`src/rtl/lau_pkg.sv`:
```
// lau_pkg: shared types and helpers for the LAU sort/search datapath blocks.
//
// Contents:
//   speed_e          - implementation style selector for comparator slices
//   cmp_seq_state_e  - state encoding of the chunk-serial compare controller
//   num_chunks()     - ceil(width/chunk), the number of slices a word splits into
package lau_pkg;

    typedef enum logic {
        SLOW = 1'b0,
        FAST = 1'b1
    } speed_e;

    typedef enum logic [1:0] {
        CSC_IDLE,
        CSC_CMP,
        CSC_DONE
    } cmp_seq_state_e;

    function automatic int num_chunks(input int width, input int chunk);
        return (width + chunk - 1) / chunk;
    endfunction

endpackage

```
`src/rtl/cmp_seq_ctrl_cmpeqge.sv`:
```
// CmpEQGE: combinational unsigned equality / greater-or-equal comparator.
//
// Parameters:
//   width - operand width in bits
//   speed - FAST uses direct relational operators, SLOW derives both flags
//           from a single borrow-chain subtraction
// Ports:
//   a, b  in  width  operands
//   eq    out 1      a == b
//   ge    out 1      a >= b (unsigned)
module CmpEQGE
    import lau_pkg::*;
#(
    parameter int     width = 8,
    parameter speed_e speed = FAST
) (
    input  logic [width-1:0] a,
    input  logic [width-1:0] b,
    output logic             eq,
    output logic             ge
);

    generate
        if (speed == FAST) begin : g_fast
            assign eq = (a == b);
            assign ge = (a >= b);
        end else begin : g_slow
            logic [width:0] diff;
            // The extra MSB of the difference is the borrow out: set iff a < b.
            assign diff = {1'b0, a} - {1'b0, b};
            assign eq   = (diff[width-1:0] == '0);
            assign ge   = ~diff[width];
        end
    endgenerate

endmodule

```
`src/rtl/cmp_seq_ctrl.sv`:
```
// cmp_seq_ctrl: chunk-serial wide comparator.
//
// Compares two width-bit operands by feeding one chunk-bit slice per cycle,
// MSB slice first, through a single CmpEQGE instance. The walk stops at the
// first unequal slice, so a result takes 1..NCH compare cycles.
//
// Parameters:
//   width - operand width (>= 1)
//   chunk - slice width per compare cycle (1 <= chunk <= width)
//   speed - passed to the CmpEQGE instance
// Ports:
//   CLK        in   1      clock
//   RST        in   1      synchronous active-high reset
//   IN_VALID   in   1      operands valid
//   IN_READY   out  1      operands can be accepted (combinational)
//   A, B       in   width  operands
//   SIGNED     in   1      two's-complement compare (only with CMP_SEQ_SIGNED_EN)
//   OUT_VALID  out  1      result valid
//   OUT_READY  in   1      consumer takes the result
//   EQ         out  1      A == B
//   GE         out  1      A >= B
//   CYCLES     out  $clog2(NCH+1)  compare cycles spent on the current result
//
// Build option: define CMP_SEQ_SIGNED_EN to add the SIGNED port.
module cmp_seq_ctrl
    import lau_pkg::*;
#(
    parameter int     width = 32,
    parameter int     chunk = 8,
    parameter speed_e speed = FAST
) (
    input  logic                                                  CLK,
    input  logic                                                  RST,
    input  logic                                                  IN_VALID,
    output logic                                                  IN_READY,
    input  logic [width-1:0]                                      A,
    input  logic [width-1:0]                                      B,
`ifdef CMP_SEQ_SIGNED_EN
    input  logic                                                  SIGNED,
`endif
    output logic                                                  OUT_VALID,
    input  logic                                                  OUT_READY,
    output logic                                                  EQ,
    output logic                                                  GE,
    output logic [$clog2(lau_pkg::num_chunks(width, chunk)+1)-1:0] CYCLES
);

    localparam int NCH   = num_chunks(width, chunk);
    localparam int EXT_W = NCH * chunk;
    localparam int KW    = (NCH > 1) ? $clog2(NCH) : 1;
    localparam int CW    = $clog2(NCH + 1);
    localparam logic [KW-1:0] K_LAST = KW'(NCH - 1);

    cmp_seq_state_e   state;
    logic [KW-1:0]    k;
    logic             out_valid;
    logic             eq_r;
    logic             ge_r;
    logic [CW-1:0]    cycles;

    logic [EXT_W-1:0] a_r;
    logic [EXT_W-1:0] b_r;
    logic [chunk-1:0] a_ch;
    logic [chunk-1:0] b_ch;
    logic             ch_eq;
    logic             ch_ge;
    logic             sgn_in;
    logic             accept;

`ifdef CMP_SEQ_SIGNED_EN
    assign sgn_in = SIGNED;
`else
    assign sgn_in = 1'b0;
`endif

    // Zero-extend to a whole number of slices. Flipping the sign bit maps
    // two's-complement order onto unsigned order, so the slice comparator
    // stays unsigned; equality is unchanged because both operands flip.
    function automatic logic [EXT_W-1:0] extend(input logic [width-1:0] v,
                                                input logic             sgn);
        logic [EXT_W-1:0] r;
        r          = EXT_W'(v);
        r[width-1] = v[width-1] ^ sgn;
        return r;
    endfunction

    assign IN_READY = !RST && ((state == CSC_IDLE) ||
                               ((state == CSC_DONE) && OUT_READY));
    assign accept   = IN_VALID && IN_READY;

    // Operand registers hold data only; they need no reset.
    always_ff @(posedge CLK) begin
        if (accept) begin
            a_r <= extend(A, sgn_in);
            b_r <= extend(B, sgn_in);
        end
    end

    always_comb begin
        a_ch = '0;
        b_ch = '0;
        for (int i = 0; i < NCH; i++) begin
            if (k == KW'(i)) begin
                a_ch = a_r[i*chunk +: chunk];
                b_ch = b_r[i*chunk +: chunk];
            end
        end
    end

    CmpEQGE #(
        .width (chunk),
        .speed (speed)
    ) u_cmp (
        .a  (a_ch),
        .b  (b_ch),
        .eq (ch_eq),
        .ge (ch_ge)
    );

    always_ff @(posedge CLK) begin
        if (RST) begin
            state     <= CSC_IDLE;
            k         <= K_LAST;
            out_valid <= 1'b0;
            eq_r      <= 1'b0;
            ge_r      <= 1'b0;
            cycles    <= '0;
        end else begin
            case (state)
                CSC_IDLE: begin
                    if (accept) begin
                        state  <= CSC_CMP;
                        k      <= K_LAST;
                        cycles <= '0;
                    end
                end
                CSC_CMP: begin
                    cycles <= cycles + CW'(1);
                    if (!ch_eq) begin
                        eq_r      <= 1'b0;
                        ge_r      <= ch_ge;
                        out_valid <= 1'b1;
                        state     <= CSC_DONE;
                    end else if (k == '0) begin
                        eq_r      <= 1'b1;
                        ge_r      <= 1'b1;
                        out_valid <= 1'b1;
                        state     <= CSC_DONE;
                    end else begin
                        k <= k - KW'(1);
                    end
                end
                CSC_DONE: begin
                    if (OUT_READY) begin
                        out_valid <= 1'b0;
                        // New operands in the same cycle skip the idle bubble.
                        if (accept) begin
                            state  <= CSC_CMP;
                            k      <= K_LAST;
                            cycles <= '0;
                        end else begin
                            state <= CSC_IDLE;
                        end
                    end
                end
                default: begin
                    state     <= CSC_IDLE;
                    out_valid <= 1'b0;
                end
            endcase
        end
    end

    assign OUT_VALID = out_valid;
    assign EQ        = eq_r;
    assign GE        = ge_r;
    assign CYCLES    = cycles;

endmodule

```
`config.mk`:
```
export PLATFORM = sky130hd
export DESIGN_NAME = cmp_seq_ctrl
export DESIGN_NICKNAME = d
export VERILOG_FILES = /design/src/rtl/lau_pkg.sv /design/src/rtl/cmp_seq_ctrl_cmpeqge.sv /design/src/rtl/cmp_seq_ctrl.sv
export SDC_FILE = /design/constraint.sdc
export NUM_CORES = 1
export LEC_CHECK = 0
export ABC_AREA = 1
export CAP_MARGIN = 0
export CORE_ASPECT_RATIO = 1.4
export CORE_MARGIN = 2
export CORE_UTILIZATION = 53
export DETAILED_ROUTE_END_ITERATION = 8
export PLACE_DENSITY_LB_ADDON = 0.08
export SYNTH_ARGS = -nofsm -noshare
export SYNTH_HDL_FRONTEND = slang
export SYNTH_SLANG_ARGS = --single-unit
```
`constraint.sdc`:
```
create_clock -name CLK -period 5.26 [get_ports CLK]
set_input_delay 0.789 -clock CLK [delete_from_list [all_inputs] [get_ports CLK]]
set_output_delay 0.789 -clock CLK [all_outputs]
set_load 0.005 [all_outputs]
```
== After elaboration in Yosys (flattened, before gate mapping) ==
Index checks and enable logic that the tools add are counted.

* $add $sub $neg: 2
* Multiply operators: 0
* Divide/modulo/power cells: 0
* Order comparisons: 1
* Equality and inequality tests: 12
* Shifts and indexed selects: 0
* Multiplexer cells: 28
* Bitwise gates (word level): 1
* Reductions and logical operators: 13

{| class="wikitable"
|+ Operator list
! cell !! number
|-
| 8-bit two-way mux || 8
|-
| 2-bit two-way mux || 8
|-
| 2-bit case mux with 3 select lines || 2
|-
| 3-bit case mux with 3 select lines || 1
|-
| 8-bit == test || 1
|-
| 8-bit greater-or-equal comparator || 1
|-
| 2-bit != test (second input constant) || 4
|-
| 2-bit == test (second input constant) || 3
|-
| 1-bit two-way mux || 6
|-
| 3-bit two-way mux || 2
|-
| 3-bit AND reduction || 2
|-
| 2-bit by 1-bit == test with 1-bit output (second input constant) || 2
|-
| 2-bit logical NOT || 2
|-
| 2-bit AND reduction || 2
|-
| 4-bit AND reduction || 1
|-
| 3-bit by 1-bit adder with 3-bit output (second input constant) || 1
|-
| 1-bit logical AND || 3
|-
| 3-bit != test (second input constant) || 1
|-
| 1-bit case mux with 3 select lines || 1
|-
| 3-bit nonzero test || 1
|-
| 2-bit by 1-bit != test with 1-bit output (second input constant) || 1
|-
| 2-bit by 1-bit subtractor with 2-bit output (second input constant) || 1
|-
| 1-bit logical NOT || 1
|-
| 1-bit logical OR || 1
|-
| 1-bit NOT || 1
|}

* Register bits: 74
* Latch bits: 0
* Memory bits (writable): 0
* Memory bits (read-only): 0
* Bits of input ports: 68
* Output and inout port bits: 7
* Memories kept: 0

== Depth between registers and ports, before layout ==
Gate-level depths: netlist of the first run.

* Depth in word-level cells: 8
* Gate-level depth with buffers: 18
* Depth with buffers taken out: 16

== Cells and area by module ==
A second synthesis of the first run with hierarchy kept.

* Cells, all modules: 282
* Area total of the unflattened synthesis: 3220.6 µm²

{| class="wikitable"
|+ By module, submodules not included
! module !! instances !! cells an instance !! area each (µm²)
|-
| cmp_seq_ctrl || 1 || 243 || 2982.9
|-
| CmpEQGE || 1 || 39 || 237.7
|}

== Worst setup path before layout of the first run ==
OpenSTA, ideal clock, no wires.

* Kind: input -> register
* Start: in OUT_READY
* End: reg a_r[0], enable pin
* Setup time: 0.418 ns
* Data arrival time: 2.317 ns
* Data required time: 4.842 ns
* Path slack: 2.525 ns
* Stages on the path: 4
* Path buffers: 0
* Path through: inv_1 -> nand2_1 -> nand4_4 -> inv_1

* Word-level cells in the longest chain between the ends: 4

{| class="wikitable"
|+ Ends and longest elaborated chain
! what !! RTL line !! source
|-
| start, declared || cmp_seq_ctrl.sv:42 || <nowiki>input logic OUT_READY,</nowiki>
|-
| 1-bit logical AND || cmp_seq_ctrl.sv:88 || <nowiki>((state == CSC_DONE) && OUT_READY));</nowiki>
|-
| 1-bit logical OR || cmp_seq_ctrl.sv:87 || <nowiki>assign IN_READY = !RST && ((state == CSC_IDLE) ||</nowiki>
|-
| 1-bit logical AND || cmp_seq_ctrl.sv:87 ||
|-
| 1-bit logical AND || cmp_seq_ctrl.sv:89 || <nowiki>assign accept = IN_VALID && IN_READY;</nowiki>
|-
| via accept || cmp_seq_ctrl.sv:68 || <nowiki>logic accept;</nowiki>
|-
| end signal, assigned || cmp_seq_ctrl.sv:94 || <nowiki>a_r <= extend(A, sgn_in);</nowiki>
|-
| end, declared || cmp_seq_ctrl.sv:61 || <nowiki>logic [EXT_W-1:0] a_r;</nowiki>
|}

The timed path passes the listed nets, and every way through them passes these cells.
A chain may end at the register's enable or synchronous reset.

== Final worst setup path of the first run ==
* Start: in OUT_READY
* End: out IN_READY

* Word-level cells in the longest chain between the ends: 3

{| class="wikitable"
|+ Ends and longest elaborated chain
! what !! RTL line !! source
|-
| 1-bit logical AND || cmp_seq_ctrl.sv:88 ||
|-
| 1-bit logical OR || cmp_seq_ctrl.sv:87 ||
|-
| 1-bit logical AND || cmp_seq_ctrl.sv:87 ||
|-
| end, declared || cmp_seq_ctrl.sv:35 || <nowiki>output logic IN_READY,</nowiki>
|}

Every way passes these cells.

==> results of run 1 <==
## power groups by stage
stage	combinational [mW]	clock, mW	sequential (mW)
global placement	0.169	0	0.689
detailed placement	0.173	0	0.690
global route	0.194	0.549	0.678
floorplan	0.0985	0	0.688
finish	0.172	0.514	0.676
CTS	0.174	0.523	0.676
## per-layer routing
layer,up-vias,track usage,routed length (microns)
met4,0,0.0817,111
met5,-,0,0
met2,80,0.335,3110
li1,1111,-,-
met1,1022,0.253,2530
met3,10,0.0534,421
## cell type report
class	count	area, sq um
inverter	19	73.8
clock buffer	11	131
sequential	74	2120
timing repair buffer	75	748
clock inverter	5	103
multi-input combinational	168	910
fill	446	1690
tap	70	87.6
## worst max-delay path by stage
| stage | start | slack, ns | cells after the start | to |
|---|---|---|---|---|
| after global placement | RST | 2.22 | 5 | a_r[1] |
| after floorplan | OUT_READY | 2.52 | 4 | a_r[0] |
| after global routing | k[0] | 2.22 | 13 | OUT_VALID |
| final | OUT_READY | 2.32 | 6 | IN_READY |
| after detailed placement | RST | 2.15 | 5 | a_r[1] |
| after CTS | OUT_READY | 2.31 | 6 | IN_READY |
## sequential cells by signal, summed over array words and instances (netlist names)
name	cells
b_r	32
GE	1
EQ	1
k	2
a_r	32
CYCLES	3
state	2
OUT_VALID	1
## kinds of logic (layout without fill, tap and decap cells)
group / Yosys count / count (layout)
buffers and inverters: 30 / 110
DFF: 74 / 74
and+or+nand+nor: 93 / 93
adders and majority gates: 13 / 13
AOI/OAI and AO/OA: 62 / 62
## worst max-delay path, stage by stage
cell and delay (ns):
clkdlybuf4s50_1 0.46, inv_1 0.04, nand2_1 0.11, inv_1 0.07, nor3_1 0.15, clkdlybuf4s50_1 0.53
## cells in the mapped netlist
| master | count |
|---|---|
| a21boi_1 | 1 |
| a21oi_1 | 19 |
| a31oi_1 | 7 |
| buf_2 | 2 |
| buf_4 | 3 |
| buf_6 | 6 |
| dfxtp_1 | 10 |
| edfxtp_1 | 64 |
| ha_1 | 13 |
| inv_1 | 13 |
| inv_2 | 5 |
| inv_4 | 1 |
| nand2_1 | 64 |
| nand2_2 | 2 |
| nand3_1 | 15 |
| nand3_2 | 2 |
| nand4_1 | 1 |
| nand4_4 | 1 |
| nor2_1 | 4 |
| nor2_2 | 2 |
| nor3_1 | 1 |
| o21ai_0 | 9 |
| o21ai_1 | 23 |
| o21ai_2 | 3 |
| or2_2 | 1 |
## per-stage QoR
step                      hold slack, ns  cell area, sq um  setup WS (ns)  utilization  cells
after CTS                          0.469              4180           2.31        0.712    422
after global placement             0.449              3940           2.22        0.672    406
after detailed placement           0.458              3940           2.15        0.672    406
after global routing               0.497              4180           2.22        0.712    422
final                              0.464              4180           2.32        0.712    422
after floorplan                    0.442              3210           2.52            -    272
==> flow_metrics.tcl, run 1 <==
set metrics [dict create \
    rsz0062_at_grt "false" \
    p_switching_mw 0.295 \
    status "complete, no violations" \
    leakagePower_nw 1.59 \
    synth.area.top_cells "edfxtp_1, nand2_1, dfxtp_1" \
    place_congestion 0.758 \
    dieArea_sq_um 6700 \
    p_clk_frac 0.378 \
    r2r_slack_ns 2.49 \
    maxCapViolations 0 \
    synthAdderAreaFrac 0.0507 \
    clockRootBuffer "clkbuf_8" \
    core_sq_um 5860 \
    seq_power_share 0.496 \
    num_rows 33 \
    grt_start_max_net_pins 39 \
    min_period_over_period 0.559 \
    r2r_end "OUT_VALID" \
    worst_pin_slew_ns 0.896 \
    synth.distinct_cells 25 \
    swShare 0.217 \
    worstSetupEndpointType "primary output" \
    yosysTopAreaCell "edfxtp_1" \
    syn-num-nets 353 \
    hpwl_microns 4290 \
    clock-sinks 74 \
    syn-mean-instance-area_sq_um 11.8 \
    finalHoldViolCount 0 \
    synth-seq-cells 74 \
    start_kind "input pin" \
    grt_pass1_wl_microns 10100 \
    arrival_ns 2.15 \
    finalWirelength_microns 6170 \
    vias_per_cell 5.27 \
    p_per_area_nw_per_um2 326 \
    vdd_drop_max_v 0.000206 \
    dieWidth_microns 69.7 \
    grt_overflow 0 \
    first_pass_iters 4 \
    power_frac_comb 0.126 \
    synth_top_family_by_area "simple AND/OR/NAND/NOR gates" \
    layout_commonest_cell "clkdlybuf4s50_1" \
    worstSetupPathType "in2out" \
    reg2reg_from "k[0]" \
    clock_latency_ns 0.34 \
    io_buffers 74 \
    clk_pin_slew_ns 0.07 \
    total_power_mw 1.36 \
    drc 0 \
    drtIter0Drc 197 \
    crit_required_ns 4.47 \
    start_util 0.547 \
    tritoncts "built" \
    antenna_found_initial 0 \
    cts_setup_buffers 0 \
    finClkSkew_ns 0.00518 \
    cts_resized 0 \
    synth_compound_area_frac 0.104 \
    cts_buffer_depth 2 \
    yosys.area_share.simple 0.129 \
    critPathMaxFanout 2 \
    antenna_cells 0 \
    syn2layout_area_growth_pct 30.2 \
    p_int_mw 1.07 \
    yosysWarningCount 0 \
    synthDominantCellAreaShare 0.600 \
    synthesis.area_sq_um 3210 \
    dieHeight_microns 96.0 \
    fin_nets 428 \
    min_from "OUT_VALID" \
    synth_mux_area_frac 0 \
    min_to "OUT_VALID" \
    hp-class "reg2reg" \
    synthXorXnorAreaFrac 0 \
    finalSetupViolCount 0 \
    drv_slew 0 \
    grt_usage 0.201 \
    grt_pass1_vias 2149 \
    ctsHoldBuffers 0 \
    io_pins 75 \
    final_cell_mix "clkdlybuf4s50_1, nand2_1, edfxtp_1, o21ai_1, a21oi_1" \
    finalSetupTns_ns 0 \
    syn-instance-count 272 \
    ant_nets 0 \
    maxSlewHeadroom 0.403 \
    drive_gt1_frac 0.0938 \
    cts-buffers-inserted 9 \
    num_vias 2223 \
    fmax_ghz 0.340 \
    wl_per_cell_microns 14.6 \
    ys_seq_area_frac 0.662 \
    htreeDepth 3 \
    timing.hold.worst_path_depth 2 \
    period_needed_ns 2.94 \
    r2r_cells 13 \
]
No activity file was read; power rests on OpenSTA's default activity.
==> run 2, diff against run 1 <==
- CORE_UTILIZATION: 53 -> 45
- clock period: 5.26 -> 2.7 ns (I/O delays scaled with it)
==> run 2 against run 1 <==
Compared with the run above: cell area rose by 0.48%; flip-flop and latch count unchanged; combinational power increased by 99%; non-clock buffer count increased by 4; clock-buffer cell count is 1 lower; via count decreased by 1.4%; clock skew rose by 0.0021 ns; total power rose by 77%; die area up 17%; setup slack worse by 2.0 ns; critical path type is now reg2reg; highest routed layer unchanged.
==> flow_metrics.tcl, run 2 (same netlist as run 1, synthesis figures left out) <==
set metrics [dict create \
    num_rows 36 \
    fmax_ghz 0.412 \
    p_per_area_nw_per_um2 574 \
    antenna_cells 0 \
    max_stage_delay_ns 0.34 \
    finalSetupViolCount 0 \
    clk_pin_slew_ns 0.08 \
    period_needed_ns 2.43 \
    dieWidth_microns 75.3 \
    antenna_found_initial 0 \
    maxCapViolations 0 \
    syn2layout_area_growth_pct 30.9 \
    r2r_cells 11 \
    dp_cells 435 \
    crit_slowest_cell "dfxtp_1" \
    grt_pass1_wl_microns 10200 \
    r2r_end "OUT_VALID" \
    start_util 0.462 \
    min_to "EQ" \
    drc 0 \
    drv_slew 0 \
    status "complete, no violations" \
    wl_per_cell_microns 14.5 \
    io_buffers 74 \
    clockRootBuffer "clkbuf_8" \
    dieHeight_microns 104 \
    drive_gt1_frac 0.115 \
    start_kind "flop" \
    core_sq_um 6940 \
    maxSlewHeadroom 0.751 \
    place_congestion 0.801 \
    fin_ws_ns 0.273 \
    critPathMaxFanout 23 \
    finalSetupTns_ns 0 \
    min_from "EQ" \
    worstSetupPathType "reg2reg" \
    grt_overflow 0 \
    first_pass_iters 4 \
    io_pins 75 \
    worstSetupEndpointType "flop" \
    cp_cell_sequence "inv_1 > ha_1 > clkinv_2 > o21ai_0 > o21ai_1 > ha_1 > nand2_1 > nor2_1 > nand2_1 > o21ai_2 > a21oi_1" \
    grt_usage 0.178 \
    worst_hold_slack_ns 0.452 \
    drtIter0Drc 138 \
    tritoncts "built" \
    layout_commonest_cell "clkdlybuf4s50_1" \
    r2r_slack_ns 0.27 \
    htreeDepth 3 \
    timing.hold.worst_path_depth 2 \
    vias_per_cell 4.86 \
    clock_latency_ns 0.35 \
    ant_nets 0 \
    final_cell_mix "clkdlybuf4s50_1, nand2_1, edfxtp_1, o21ai_1, a21oi_1" \
    reg2reg_from "k[0]" \
    clock-sinks 74 \
    worst_pin_slew_ns 0.373 \
    grt_pass1_vias 2054 \
    rsz0062_at_grt "false" \
    finalHoldViolCount 0 \
    dieArea_sq_um 7820 \
    finalWirelength_microns 6520 \
    vdd_drop_max_v 0.000318 \
    fin_nets 432 \
    finClkSkew_ns 0.00724 \
    final_cells 451 \
    num_vias 2192 \
    cts_buffer_depth 2 \
    hpwl_microns 4590 \
    fin_area_sq_um 4200 \
    min_period_over_period 0.899 \
    cts-buffers-inserted 9 \
    leakagePower_nw 1.57 \
    grt_start_max_net_pins 54 \
    arrival_ns 2.66 \
    dpl-instance-area_sq_um 4020 \
    hp-class "reg2reg" \
    crit_required_ns 2.93 \
    pre_cts_ws_ns 0.130 \
]
-- run 2: cell types whose count changed in the layout (fill, tap and decap cells not counted) --
cell        delta
ha_2           +3
bufinv_16      -3
buf_12         +1
ha_1           -3
clkinvlp_4     +3
inv_2          -1
clkbuf_1       -1
clkinv_2       +1
clkinv_4       +1
buf_4          +3
-- run 2: layout make-up --
class / instances / area (sq um)
well taps: 95 / 119
repair buffers: 79 / 791
clock inverters: 6 / 43.8
clock buffers: 10 / 128
flip-flops and latches: 74 / 2120
multi-input cells: 168 / 917
inverters: 19 / 75.1
fillers: 632 / 2740
-- run 2: per-stage QoR --
step	util	power [mW]
final	0.605	2.41
after global routing	0.605	2.53
after CTS	0.604	2.44
after detailed placement	0.579	1.69
after global placement	0.579	1.68
after floorplan	-	1.53
-- run 2: what timing repair did --
item                       CTS  global route
hold buffers                 0             0
setup buffers                0             0
setup endpoints to repair    0             6
gates resized for setup      0             4
-- run 2: routing by layer --
layer / share of wire / routed length, microns / global-route usage / vias up
met1: 0.44 / 2840 / 0.246 / 1001
met5: 0 / 0 / 0 / -
met4: 0.013 / 87 / 0.0752 / 0
met2: 0.50 / 3270 / 0.260 / 62
li1: - / - / - / 1121
met3: 0.050 / 325 / 0.0533 / 8
-- run 2: worst max path at each step --
stage                         start        end  slack [ns]  cells past startpoint
final                          k[0]  OUT_VALID        0.27                     11
after global routing           k[0]  OUT_VALID        0.02                     12
after CTS                      k[1]  OUT_VALID        0.13                     13
after floorplan           OUT_READY     a_r[0]        0.35                      4
after detailed placement       k[1]  OUT_VALID        0.13                     13
after global placement         k[1]  OUT_VALID        0.20                     13
-- run 2: critical path: cells and delay by family, from the launching register on --
| kind | cells | cell delay (ns) |
|---|---|---|
| DFF | 1 | 0.34 |
| AOI/OAI and AO/OA | 4 | 0.67 |
| adders and majority gates | 2 | 0.51 |
| buffers and inverters | 2 | 0.38 |
| and+or+nand+nor | 3 | 0.40 |
-- run 2: power breakdown --
part	total, mW	switching (mW)	internal, mW
Clock	0.747	0.414	0.332
Sequential	1.32	0.0198	1.30
Combinational	0.343	0.171	0.172
